### config.mk
export PLATFORM = sky130hd
export DESIGN_NAME = ll_sc_monitor
export DESIGN_NICKNAME = d
export VERILOG_FILES = /design/src/rtl/ll_sc_pkg.sv /design/src/rtl/ll_sc_timer.sv /design/src/rtl/ll_sc_monitor.sv
export SDC_FILE = /design/constraint.sdc
export NUM_CORES = 1
export LEC_CHECK = 0
export CAP_MARGIN = 20
export CELL_PAD_IN_SITES_DETAIL_PLACEMENT = 1
export CELL_PAD_IN_SITES_GLOBAL_PLACEMENT = 1
export CORE_MARGIN = 8
export CORE_UTILIZATION = 26
export DETAILED_ROUTE_END_ITERATION = 8
export PLACE_DENSITY_LB_ADDON = 0.1
export SLEW_MARGIN = 25
export SYNTH_ARGS = -nofsm -noshare
export SYNTH_HDL_FRONTEND = slang
export SYNTH_SLANG_ARGS = --single-unit
### constraint.sdc
create_clock -name clk -period 2.4 [get_ports clk]
set_input_delay 0.36 -clock clk [delete_from_list [all_inputs] [get_ports clk]]
set_output_delay 0.36 -clock clk [all_outputs]
set_load 0.03 [all_outputs]
### src/rtl/ll_sc_pkg.sv
// ll_sc_pkg: shared state encoding, default parameters and granule match for the LL/SC monitor
package ll_sc_pkg;
  typedef enum logic {ST_IDLE = 1'b0, ST_RESERVED = 1'b1} state_t;
  localparam int DEF_ADDR_W   = 32;
  localparam int DEF_GRAN_LSB = 2;
  localparam int DEF_TIMEOUT  = 1023;
  localparam int DEF_CNT_W    = 10;
  function automatic logic gran_match(input logic [63:0] a, input logic [63:0] b, input int lsb);
    return (a >> lsb) == (b >> lsb);
  endfunction
endpackage

### src/rtl/ll_sc_timer.sv
// ll_sc_timer: reservation age counter with synchronous clear and expiry flag
module ll_sc_timer #(
  parameter int TIMEOUT = ll_sc_pkg::DEF_TIMEOUT,
  parameter int CNT_W   = ll_sc_pkg::DEF_CNT_W
) (
  input  logic clk,
  input  logic rst,
  input  logic clr,
  input  logic en,
  output logic expire
);
  logic [CNT_W-1:0] cnt;
  assign expire = (TIMEOUT != 0) & en & (cnt == CNT_W'(TIMEOUT - 1));
  always_ff @(posedge clk) begin
    if (rst || clr) cnt <= '0;
    else if (en) cnt <= cnt + 1'b1;
  end
endmodule

### src/rtl/ll_sc_monitor.sv
// ll_sc_monitor: LL/SC reservation tracker judging SC success beside the MEM stage
module ll_sc_monitor
  import ll_sc_pkg::*;
#(
  parameter int ADDR_W   = DEF_ADDR_W,
  parameter int GRAN_LSB = DEF_GRAN_LSB,
  parameter int TIMEOUT  = DEF_TIMEOUT,
  parameter int CNT_W    = DEF_CNT_W
) (
  input  logic              clk,
  input  logic              rst,
  input  logic              flush,
  input  logic              ll_valid,
  input  logic [ADDR_W-1:0] ll_addr,
  input  logic              sc_valid,
  input  logic [ADDR_W-1:0] sc_addr,
  input  logic              snoop_valid,
  input  logic [ADDR_W-1:0] snoop_addr,
  output logic              sc_success_o,
  output logic              llbit_o,
  output logic [ADDR_W-1:0] resv_addr_o,
  output logic [15:0]       sc_fail_cnt_o
);
  localparam logic [ADDR_W-1:0] GMASK = ~((ADDR_W'(1) << GRAN_LSB) - ADDR_W'(1));
  state_t state, state_nxt;
  logic [ADDR_W-1:0] resv_addr;
  logic snoop_hit, expire, ll_take, resv;
  assign resv         = state == ST_RESERVED;
  assign snoop_hit    = snoop_valid & resv & gran_match(64'(snoop_addr), 64'(resv_addr), GRAN_LSB);
  assign sc_success_o = !rst & sc_valid & resv & gran_match(64'(sc_addr), 64'(resv_addr), GRAN_LSB)
                        & !snoop_hit & !flush;
  assign ll_take      = ll_valid & !flush;
  assign state_nxt    = flush ? ST_IDLE : ll_valid ? ST_RESERVED
                      : (sc_valid | snoop_hit | expire) ? ST_IDLE : state;
  assign llbit_o      = resv;
  assign resv_addr_o  = resv_addr;
  ll_sc_timer #(.TIMEOUT(TIMEOUT), .CNT_W(CNT_W)) u_timer (
    .clk   (clk),
    .rst   (rst),
    .clr   (ll_take | (state_nxt != ST_RESERVED)),
    .en    (resv),
    .expire(expire)
  );
  always_ff @(posedge clk) begin
    if (rst) begin
      state         <= ST_IDLE;
      resv_addr     <= '0;
      sc_fail_cnt_o <= '0;
    end else begin
      state <= state_nxt;
      if (ll_take) resv_addr <= ll_addr & GMASK;
      if (sc_valid && !sc_success_o && !(&sc_fail_cnt_o)) sc_fail_cnt_o <= sc_fail_cnt_o + 1'b1;
    end
  end
endmodule
==> results.md <==
- Leak: 2.28 nW
- Crit path cell chain: xnor2_2 -> nand3_1 -> or4_4 -> o41a_1 -> a2111oi_4 -> or3b_4 -> a21oi_2
- CTS sink cnt: 57
- Final core utilization: slightly below 50%
- Share of cells above drive strength 1: 20.7%
- CTS tree: yes
- Mapped Cells: 385
- Post-DP HPWL: 9.92 mm
- Endpoints failing setup: 24
- Drt initial violations: 121
- # DRC: 0
- GRT overflow: 0
- CTS Buf Count: 9
- FF/Latch Area: 1160 um2
- Main synth FF type: dfxtp_1
- Total GRT Usage: 16.6%
- Max-cap violations: 0
- Final slew viol count: 0
- Crit path time final: roughly 2.5 ns
- Chip Width: 125 um
- Starting density of the core: 26.2%
- Worst-path clk slew: 0.05 ns
- P&R area growth vs syn: 84.1%
- Required @ worst endpoint: 2.66 ns
- Drt pass-1 iters: 4
- EDFF count, synth: 0
- Slew HR: 58.8%
- Seq cells post-synth: 57
- RSZ-0062 raised after global routing: yes
- Slowest CP cell: or4_4
- Vias in the first global route: 3722
- Max Buffers Root-to-Sink: 2
- Buf/Inv on CP: 0
- CORE AREA: 11900 um2
- ANT nets after route: 0
- Crit path largest cell delay: approximately 0.52 ns
- Initial antenna violation count: 1
- # rows: 40
- Worst min path class: flop to flop
- Tot Pwr: 2.73 mW
- Most frequent cells in the layout: clkdlybuf4s50_1, nand2_1, buf_4
- Die height: 125 um
- Vias per Instance: around 4.7
- Placed instance area: 5030 um2
- Via count: 3472
- Final period util: 106%
- Worst-Skew Late Latency: 0.33 ns
- Critical path's top delay family: simple AND/OR/NAND/NOR gates
- Syn_area_per_cell: ~8.1 um2
- Avg WL per Cell: 18.0 um
- H-tree lvl count: 3
- Distinct cells, synth: 40
- Setup Crit Path Kind: flop to flop
- Hold buffers post-CTS: 0
- Largest net degree at the start of global routing: 54
- Die area: 15700 um2
- Final wirelength: 13.2 mm
- CTS root buf: clkbuf_16
- Crit. End Element: flop
- Worst setup margin: -0.149 ns
- Synth async-reset ratio: 0%
- Largest fanout on the critical path: 4
- Final instance area: 5720 um2
- Multi-input logic area: 2140 um2
- Cell area after synthesis: 3110 um2
- Commonest non-fill, non-tap cell in the layout: clkdlybuf4s50_1
- GPL Wtd Cong: 0.738
- First-pass GRT wire length: around 20 mm
- # fillers: 1374
- Startpoint Class: flop
- Status: finished, violations left
- Peak Freq: 0.392 GHz
- Post-route setup TNS: -2.15 ns
- I/O pins: between 150 and 200
- Critical path arrival: 2.81 ns
- Final hold violations: 0
- Yosys Warn Count: 0
- Total Nets Final: 687
- Clk_skew: 0.00554 ns
- Share of the yosys chip area belonging to registers: 36.7%
- P per Cell Area: 477 nW/um2
- Failing checks: negative setup slack
- Port Buffers: 143
- Worst-Margin Slew: 0.618 ns
- VDD IR max: between 0.3 and 0.4 mV
[worst reg2reg max path, stage by stage (launching register included)]
cell,delay [ns]
dfxtp_4,0.36
xnor2_2,0.15
nand3_1,0.10
or4_4,0.52
o41a_1,0.45
a2111oi_4,0.36
or3b_4,0.42
a21oi_2,0.13
[flip-flops by register name, indices dropped and copies added, names as in the netlist]
register,cells
llbit_o,1
resv_addr_o,30
sc_fail_cnt_o,16
u_timer.cnt,10
[cell families after synthesis]
kind of cell,share of synthesized area (%)
flops,36.7
xor+xnor,19.7
simple gates,25.3
other cells,0.121
buf+inv,2.98
mux,2.13
fa+ha+maj,1.21
compound gates,11.8
[worst paths after layout]
kind / end / cells past startpoint / startpoint / slack (ns)
setup / recovery: sc_fail_cnt_o[13] / 7 / resv_addr_o[16] / -0.15
hold / removal: resv_addr_o[27] / 2 / resv_addr_o[27] / 0.50
setup reg to reg: sc_fail_cnt_o[13] / 7 / resv_addr_o[16] / -0.15
hold reg to reg: resv_addr_o[27] / 2 / resv_addr_o[27] / 0.50
[power breakdown]
| group | internal [mW] | switching [mW] | leakage (nW) |
|---|---|---|---|
| sequential | 0.976 | 0.0266 | 0.470 |
| clock | 0.743 | 0.420 | 0.129 |
| combinational | 0.308 | 0.254 | 1.68 |
| total | 2.03 | 0.700 | 2.28 |
[cell usage after synthesis (5+ instances only)]
cell,n,area share (%)
mux2_2,5,1.8
clkbuf_1,13,1.6
nor2b_1,5,1.0
dfxtp_1,57,37
a21oi_1,42,6.8
nor2_1,27,3.3
xor2_1,45,13
inv_1,5,0.60
nand3_1,6,0.97
xnor2_1,25,7.0
nand4_1,10,2.0
nor4_1,11,2.2
nand2_1,83,10
[stage by stage]
step | hold slack, ns | cells | setup WS, ns
6_report | 0.503 | 733 | -0.149
4_1_cts | 0.496 | 725 | -0.192
5_1_grt | 0.525 | 733 | -0.245
3_3_place_gp | 0.477 | 703 | -0.579
2_1_floorplan | 0.429 | 386 | 0.00139
3_5_place_dp | 0.494 | 703 | -0.652
[per-layer routing]
layer | track usage (%) | wire (um)
met1 | 18.9 | 5660
met2 | 28.8 | 6580
met3 | 4.76 | 694
met4 | 5.95 | 276
met5 | 0 | 0
[layout make-up]
type                            instances  share of cell area, %
Multi-Input combinational cell        308                   37.4
Timing Repair Buffer                  201                   34.1
Sequential cell                        57                   20.4
Clock buffer                           14                   4.61
Tap cell                              147                   3.21
Inverter                                5                  0.328
Antenna cell                            1                 0.0437
[what timing repair did]
item                                    CTS  global route
gates cloned                              1             0
setup buffers                             7             7
resized for setup                        37            31
pin swaps                                27            30
endpoints found under the setup margin   17            26
Note: power is estimated with default switching activity, not from simulation.
